<file path="src/rtl/ex_stage.sv">
// ex_stage: execute stage of the 5-stage RV32IM core.
// Base ALU, address, link and branch logic are combinational into the
// EX/MEM register owned here. RV32M ops use an iterative 32-step unit
// that stalls the front end while it works.
module ex_stage (
  input  logic        clk,
  input  logic        rst_n,
  input  logic [4:0]  rd_i,
  input  logic [31:0] imm_ext_i,
  input  logic [31:0] rs1_data_i,
  input  logic [31:0] rs2_data_i,
  input  logic [6:0]  opcode_i,
  input  logic [2:0]  funct3_i,
  input  logic [6:0]  funct7_i,
  input  logic [31:0] PC_i,
  output logic        stall_o,
  output logic        branch_taken_o,
  output logic [31:0] branch_target_o,
  output logic [4:0]  rd_o,
  output logic [31:0] result_o,
  output logic [31:0] store_data_o,
  output logic [6:0]  opcode_o,
  output logic [2:0]  funct3_o
);

  localparam logic [6:0] OPC_LUI    = 7'b0110111;
  localparam logic [6:0] OPC_AUIPC  = 7'b0010111;
  localparam logic [6:0] OPC_JAL    = 7'b1101111;
  localparam logic [6:0] OPC_JALR   = 7'b1100111;
  localparam logic [6:0] OPC_BRANCH = 7'b1100011;
  localparam logic [6:0] OPC_LOAD   = 7'b0000011;
  localparam logic [6:0] OPC_STORE  = 7'b0100011;
  localparam logic [6:0] OPC_OPIMM  = 7'b0010011;
  localparam logic [6:0] OPC_OP     = 7'b0110011;

  // The bubble is encoded as ADDI x0, x0, 0.
  localparam logic [6:0] OPCODE_NOP = OPC_OPIMM;
  localparam logic [2:0] FUNCT3_NOP = 3'b000;

  typedef enum logic [1:0] {M_IDLE, M_BUSY, M_DONE} mState_t;

  mState_t     r_state;
  mState_t     w_nextState;
  logic [4:0]  r_count;
  logic [63:0] r_acc;
  logic [31:0] r_opnd;
  logic        r_negA;
  logic        r_negB;
  logic        r_divZero;

  logic        w_stall;
  logic        w_isMop;
  logic        w_isDiv;
  logic        w_signA;
  logic        w_signB;
  logic [31:0] w_magA;
  logic [31:0] w_magB;
  logic [32:0] w_mulSum;
  logic [32:0] w_divRem;
  logic        w_divGe;
  logic [31:0] w_divSub;
  logic [63:0] w_stepAcc;
  logic [63:0] w_prod;
  logic [31:0] w_quot;
  logic [31:0] w_rem;
  logic [31:0] w_mResult;

  logic [31:0] w_opB;
  logic [4:0]  w_shamt;
  logic [31:0] w_sra;
  logic [31:0] w_aluResult;
  logic        w_brCond;
  logic [31:0] w_pcImm;
  logic [31:0] w_rs1Imm;
  logic [31:0] w_pcPlus4;
  logic        w_known;
  logic        w_taken;
  logic [31:0] w_target;
  logic [31:0] w_baseResult;

  // Operand conditioning for the M unit: signed variants work on magnitudes.
  assign w_isMop = (opcode_i == OPC_OP) && (funct7_i == 7'b0000001);
  assign w_isDiv = funct3_i[2];
  assign w_signA = (funct3_i != 3'b011) && (funct3_i != 3'b101) && (funct3_i != 3'b111);
  assign w_signB = w_signA && (funct3_i != 3'b010);
  assign w_magA  = (w_signA && rs1_data_i[31]) ? (32'd0 - rs1_data_i) : rs1_data_i;
  assign w_magB  = (w_signB && rs2_data_i[31]) ? (32'd0 - rs2_data_i) : rs2_data_i;

  // M unit state register; reset abandons any op in flight.
  always_ff @(posedge clk or negedge rst_n) begin
    if (!rst_n) r_state <= M_IDLE;
    else        r_state <= w_nextState;
  end

  // M unit sequencing and the front-end stall.
  always_comb begin
    w_nextState = r_state;
    w_stall     = 1'b0;
    case (r_state)
      M_IDLE: begin
        if (w_isMop) begin
          w_stall     = 1'b1;
          w_nextState = M_BUSY;
        end
      end
      M_BUSY: begin
        w_stall = 1'b1;
        if (r_count == 5'd31) w_nextState = M_DONE;
      end
      M_DONE:  w_nextState = M_IDLE;
      default: w_nextState = M_IDLE;
    endcase
  end

  assign stall_o = w_stall;

  // One iteration: multiply adds the multiplicand into the upper half and
  // shifts right; divide shifts left and subtracts the divisor if it fits.
  assign w_mulSum = {1'b0, r_acc[63:32]} + (r_acc[0] ? {1'b0, r_opnd} : 33'd0);
  assign w_divRem = r_acc[63:31];
  assign w_divGe  = (w_divRem >= {1'b0, r_opnd});
  assign w_divSub = w_divRem[31:0] - r_opnd;

  // Pick the step result for the op in flight.
  always_comb begin
    w_stepAcc = {w_mulSum, r_acc[31:1]};
    if (w_isDiv) begin
      if (w_divGe) w_stepAcc = {w_divSub, r_acc[30:0], 1'b1};
      else         w_stepAcc = {w_divRem[31:0], r_acc[30:0], 1'b0};
    end
  end

  // M unit datapath: latch magnitudes on entry, then iterate while busy.
  always_ff @(posedge clk or negedge rst_n) begin
    if (!rst_n) begin
      r_count   <= 5'd0;
      r_acc     <= 64'd0;
      r_opnd    <= 32'd0;
      r_negA    <= 1'b0;
      r_negB    <= 1'b0;
      r_divZero <= 1'b0;
    end else if (r_state == M_IDLE && w_isMop) begin
      r_count   <= 5'd0;
      r_acc     <= {32'd0, (w_isDiv ? w_magA : w_magB)};
      r_opnd    <= w_isDiv ? w_magB : w_magA;
      r_negA    <= w_signA && rs1_data_i[31];
      r_negB    <= w_signB && rs2_data_i[31];
      r_divZero <= (rs2_data_i == 32'd0);
    end else if (r_state == M_BUSY) begin
      r_count <= r_count + 5'd1;
      r_acc   <= w_stepAcc;
    end
  end

  // Sign fix-up and divide-by-zero results; the ID/EX inputs are still
  // held during DONE, so funct3 and the dividend come straight from them.
  always_comb begin
    w_prod = (r_negA ^ r_negB) ? (64'd0 - r_acc) : r_acc;
    w_quot = (r_negA ^ r_negB) ? (32'd0 - r_acc[31:0]) : r_acc[31:0];
    w_rem  = r_negA ? (32'd0 - r_acc[63:32]) : r_acc[63:32];
    if (r_divZero) begin
      w_quot = 32'hFFFF_FFFF;
      w_rem  = rs1_data_i;
    end
    case (funct3_i)
      3'b000:          w_mResult = w_prod[31:0];
      3'b001, 3'b010,
      3'b011:          w_mResult = w_prod[63:32];
      3'b100, 3'b101:  w_mResult = w_quot;
      default:         w_mResult = w_rem;
    endcase
  end

  assign w_opB     = (opcode_i == OPC_OP) ? rs2_data_i : imm_ext_i;
  assign w_shamt   = w_opB[4:0];
  assign w_sra     = $signed(rs1_data_i) >>> w_shamt;
  assign w_pcImm   = PC_i + imm_ext_i;
  assign w_rs1Imm  = rs1_data_i + imm_ext_i;
  assign w_pcPlus4 = PC_i + 32'd4;

  // Integer ALU shared by OP and OP-IMM; SUB only exists for register form.
  always_comb begin
    w_aluResult = 32'd0;
    case (funct3_i)
      3'b000: w_aluResult = (opcode_i == OPC_OP && funct7_i[5]) ? (rs1_data_i - w_opB)
                                                               : (rs1_data_i + w_opB);
      3'b001: w_aluResult = rs1_data_i << w_shamt;
      3'b010: w_aluResult = {31'd0, ($signed(rs1_data_i) < $signed(w_opB))};
      3'b011: w_aluResult = {31'd0, (rs1_data_i < w_opB)};
      3'b100: w_aluResult = rs1_data_i ^ w_opB;
      3'b101: w_aluResult = funct7_i[5] ? w_sra : (rs1_data_i >> w_shamt);
      3'b110: w_aluResult = rs1_data_i | w_opB;
      3'b111: w_aluResult = rs1_data_i & w_opB;
      default: w_aluResult = 32'd0;
    endcase
  end

  // Branch condition by funct3; reserved encodings never branch.
  always_comb begin
    w_brCond = 1'b0;
    case (funct3_i)
      3'b000:  w_brCond = (rs1_data_i == rs2_data_i);
      3'b001:  w_brCond = (rs1_data_i != rs2_data_i);
      3'b100:  w_brCond = ($signed(rs1_data_i) < $signed(rs2_data_i));
      3'b101:  w_brCond = ($signed(rs1_data_i) >= $signed(rs2_data_i));
      3'b110:  w_brCond = (rs1_data_i < rs2_data_i);
      3'b111:  w_brCond = (rs1_data_i >= rs2_data_i);
      default: w_brCond = 1'b0;
    endcase
  end

  // Opcode decode: base result, redirect and whether the op is known.
  always_comb begin
    w_known      = 1'b1;
    w_taken      = 1'b0;
    w_target     = w_pcImm;
    w_baseResult = 32'd0;
    case (opcode_i)
      OPC_OP, OPC_OPIMM: w_baseResult = w_aluResult;
      OPC_LUI:           w_baseResult = imm_ext_i;
      OPC_AUIPC:         w_baseResult = w_pcImm;
      OPC_JAL: begin
        w_baseResult = w_pcPlus4;
        w_taken      = 1'b1;
      end
      OPC_JALR: begin
        w_baseResult = w_pcPlus4;
        w_taken      = 1'b1;
        w_target     = {w_rs1Imm[31:1], 1'b0};
      end
      OPC_BRANCH:          w_taken      = w_brCond;
      OPC_LOAD, OPC_STORE: w_baseResult = w_rs1Imm;
      default:             w_known      = 1'b0;
    endcase
  end

  assign branch_taken_o  = w_taken;
  assign branch_target_o = w_target;

  // EX/MEM register: bubble while stalled or for unknown opcodes.
  always_ff @(posedge clk or negedge rst_n) begin
    if (!rst_n) begin
      rd_o         <= 5'd0;
      result_o     <= 32'd0;
      store_data_o <= 32'd0;
      opcode_o     <= OPCODE_NOP;
      funct3_o     <= FUNCT3_NOP;
    end else if (w_stall || !w_known) begin
      rd_o         <= 5'd0;
      result_o     <= 32'd0;
      store_data_o <= 32'd0;
      opcode_o     <= OPCODE_NOP;
      funct3_o     <= FUNCT3_NOP;
    end else begin
      rd_o         <= rd_i;
      result_o     <= w_isMop ? w_mResult : w_baseResult;
      store_data_o <= rs2_data_i;
      opcode_o     <= opcode_i;
      funct3_o     <= funct3_i;
    end
  end

endmodule
</file>
<file path="config.mk">
export PLATFORM = sky130hd
export DESIGN_NAME = ex_stage
export DESIGN_NICKNAME = d
export VERILOG_FILES = /design/src/rtl/ex_stage.sv
export SDC_FILE = /design/constraint.sdc
export NUM_CORES = 2
export LEC_CHECK = 0
export CAP_MARGIN = 20
export CELL_PAD_IN_SITES_DETAIL_PLACEMENT = 1
export CELL_PAD_IN_SITES_GLOBAL_PLACEMENT = 1
export CORE_MARGIN = 3
export CORE_UTILIZATION = 45
export DETAILED_ROUTE_END_ITERATION = 6
export PLACE_DENSITY_LB_ADDON = 0.1
export SYNTH_ARGS = -nofsm -noshare
export SYNTH_HDL_FRONTEND = slang
export SYNTH_SLANG_ARGS = --single-unit
</file>
<file path="constraint.sdc">
create_clock -name clk -period 10.8 [get_ports clk]
set_input_delay 2.7 -clock clk [delete_from_list [all_inputs] [get_ports clk]]
set_output_delay 2.7 -clock clk [all_outputs]
set_load 0.005 [all_outputs]
</file>
==> flow_metrics.py <==
metrics = {
    "clock_network": {
        "post_cts_buffers": 0,
        "clock_latency_ns": 0.56,
        "cts_hold_buffers": 0,
        "cts_buffers": 17,
        "cts-root-buf": "clkbuf_16",
        "cts_tree": "built",
        "clockBufferDepth": 2,
        "cts.clk_slew.worst_paths_ns": 0.10,
        "htreeDepth": 4,
        "cts_resized": 0,
        "cts.sinks": 185,
    },
    "sta": {
        "rsz0062_at_grt": "no",
        "maxSlewViolCount": 0,
        "fin_tns_setup_ns": 0,
        "post-route-period-util": 0.930,
        "setup_ws_ns": 0.757,
        "hold_viol_final": 0,
        "tightest_slew_ns": 1.34,
        "holdWs_ns": 0.521,
        "finalClockSkew_ns": 0.0368,
        "setup_violations": 0,
        "period_needed_ns": 10.04,
        "slew_headroom": 0.104,
        "max_freq_mhz": 99.6,
    },
    "synthesis": {
        "avgSynthCellArea_um2": 7.17,
        "syn_inst": 4338,
        "ys_seq_area_frac": 0.149,
        "yosys_most_used_dff": "dfrtp_1",
        "synth-edff-count": 0,
        "yosys.area.top_type": "dfrtp_1",
        "synth_top_area_frac": 0.146,
        "synth_area_leaders": "dfrtp_1 15%, ha_1 10%, o21ai_0 6.7%, xnor2_1 6.0%, a21oi_1 5.7%",
        "ys_warn_count": 0,
        "synth_seq_cells": 185,
        "async_flop_share": 1.00,
        "yosys.cell_types.count": 108,
        "syn-cell-area_mm2": 0.0311,
    },
    "floorplanning": {
        "dieWidth_um": 269,
        "dieHeight_um": 269,
        "initial_core_util": 0.459,
        "core-area_mm2": 0.0679,
        "rows": 95,
        "dieArea_mm2": 0.0724,
        "pin_count": 265,
    },
    "worst_setup_path": {
        "critPathBufInv": 3,
        "crit_chain": "clkdlybuf4s50_1 -> ha_1 -> inv_1 -> fa_1 -> nor2b_1 -> o2111ai_1 -> a211oi_1 -> o311ai_0 -> a21oi_1 -> o21bai_1 -> a32oi_1 -> xor2_1 -> nor2_1 -> a21oi_1 -> clkdlybuf4s50_1",
        "crit_type": "in -> out",
        "crit_arrival_ns": 7.34,
        "endpoint_kind": "primary output",
        "worst_path_max_delay_cell": "clkdlybuf4s50_1",
        "worst-path-max-fanout": 5,
        "cp_data_required_time_ns": 8.10,
        "critPathLaunchType": "input port",
        "cpPeakStageDelay_ns": 0.86,
        "crit_family": "compound AO/OA/AOI/OAI gates",
    },
    "power": {
        "power.density_mw_per_mm2": 82.1,
        "ir_worst_vdd_v": 0.000124,
        "switching_share": 0.479,
        "p_leak_nw": 15.0,
        "p_int_mw": 1.51,
        "p_sw_mw": 1.39,
        "seqPwrFrac": 0.247,
        "combinationalPowerShare": 0.484,
        "p_clk_frac": 0.269,
    },
    "route": {
        "antenna_left": 0,
        "drt_wl_total_um": 191000,
        "wire_per_inst_um": 35.4,
        "drt_first_pass_iters": 7,
        "drc": 4,
        "vias": 39000,
        "avgViaCountPerCell": 7.23,
        "drt_iter0_markers": 5261,
    },
    "layout": {
        "fin_nets": 4871,
        "utilization": 0.521,
        "area_delta_synth_final_pct": 13.7,
        "layout-drive-gt1-share": 0.0651,
        "final_cells": 5403,
        "n_fill_cell": 8593,
    },
    "global_route": {
        "grt_use_total": 0.510,
        "antenna_found_initial": 15,
        "grt_max_degree": 108,
        "grt_pass1_vias": 38300,
        "grt_pass1_wl_um": 268000,
        "grt_overflow": 0,
    },
    "placed_design": {
        "io_buffers": 264,
        "dp_hpwl_um": 148000,
        "dp_cells": 5358,
        "dpl_worst_slack_ns": 0.928,
        "gp_congestion": 1.09,
    },
    "hold_path": {
        "hp-class": "reg -> reg",
    },
    "outcome": {
        "status": "finished with violations",
        "violations": "DRC",
    },
    "job": {
        "cap_violations": 0,
    },
}
-- kinds of logic after synthesis --
group / synth area share
buffers and inverters: 0.0660
DFF: 0.149
AOI/OAI and AO/OA: 0.327
other: 0.000120
muxes: 0.0556
and+or+nand+nor: 0.204
xor gates and xnor gates: 0.0920
adders and majority gates: 0.106
-- worst register-to-register path: cells and delay by family, from the launching register on --
| family | cells | cell delay (ns) |
|---|---|---|
| flops | 1 | 0.49 |
| compound gates | 9 | 2.70 |
| simple gates | 1 | 0.17 |
| fa+ha+maj | 1 | 0.33 |
| buf+inv | 2 | 0.85 |
| mux | 1 | 0.23 |
-- power groups by stage --
stage | Clock, mW | Sequential [mW] | Combinational (mW)
CTS | 0.769 | 0.717 | 1.33
detailed placement | 0 | 0.731 | 1.32
global placement | 0 | 0.730 | 1.31
finish | 0.782 | 0.719 | 1.41
floorplan | 0 | 0.726 | 0.756
global route | 0.801 | 0.719 | 1.46
-- flip-flops by register name, indices dropped and copies added, names as in the netlist --
register,count
r_state,2
store_data_o,32
r_acc,64
r_divZero,1
result_o,32
r_negB,1
r_negA,1
r_opnd,32
funct3_o,3
opcode_o,7
rd_o,5
r_count,5
-- cell usage after synthesis (59+ instances only) --
| master | count |
|---|---|
| nand2_1 | 424 |
| o21ai_0 | 415 |
| nor2_1 | 374 |
| a21oi_1 | 352 |
| ha_1 | 255 |
| xnor2_1 | 214 |
| inv_1 | 211 |
| clkbuf_1 | 184 |
| dfrtp_1 | 182 |
| nand3_1 | 139 |
| mux2i_1 | 121 |
| xor2_1 | 113 |
| a211oi_1 | 104 |
| a21o_1 | 94 |
| nor3_1 | 81 |
| o211ai_1 | 70 |
| a31oi_1 | 59 |
-- per-stage QoR --
stage	instance area, um2	power, mW
2_1_floorplan	31100	1.48
3_3_place_gp	34600	2.04
3_5_place_dp	34600	2.05
4_1_cts	35300	2.82
5_1_grt	35300	2.98
6_report	35400	2.91
-- metal layers --
metal	GRT usage	up-vias	part of all wire
li1	-	16200	-
met1	0.566	18900	0.34
met2	0.763	2930	0.42
met3	0.171	1004	0.12
met4	0.491	12	0.12
met5	0	-	0.00041
-- cell usage in the layout (no fill, tap or decap), drive strengths merged, types with 15 or more instances in the layout --
cell type,instances
and3,39
or3,36
ha,255
o221ai,55
nand2b,40
xor2,113
a21o,94
o41ai,15
o21ai,439
clkbuf,18
o21bai,26
nand2,425
a31oi,61
a22oi,27
nand3,144
nor4,34
dfrtp,182
a311oi,20
nor2b,29
xnor2,214
nand4,31
a21boi,19
and2,45
buf,121
clkdlybuf4s50,261
inv,226
o31ai,46
nor2,377
a21oi,353
a211oi,105
a221o,17
nor3,83
o21a,29
o211ai,70
a221oi,33
mux2,24
or2,19
mux2i,121
-- path summary, 6_finish.rpt --
check                      cells past startpoint          from                  end  slack, ns
max                                           15  imm_ext_i[0]  branch_target_o[30]       0.76
min                                            2    r_opnd[19]           r_opnd[19]       0.52
max reg2reg                                   14      r_acc[0]            r_acc[62]       5.97
min reg2reg                                    2    r_opnd[19]           r_opnd[19]       0.52
max in group asynchronous                      2         rst_n            r_divZero       7.31
min in group asynchronous                      1         rst_n         result_o[16]       2.12
-- area by class of cell --
class / count / area, um2 / share of cell area
well taps: 921 / 1150 / 0.0326
clock inverters: 15 / 238 / 0.00672
repair buffers: 383 / 3570 / 0.101
multi-input cells: 3654 / 24500 / 0.693
clock buffers: 17 / 425 / 0.0120
inverters: 218 / 818 / 0.0231
flip-flops and latches: 185 / 4630 / 0.131
diodes: 10 / 25.0 / 0.000707
Power figures use the tool's default switching activity.
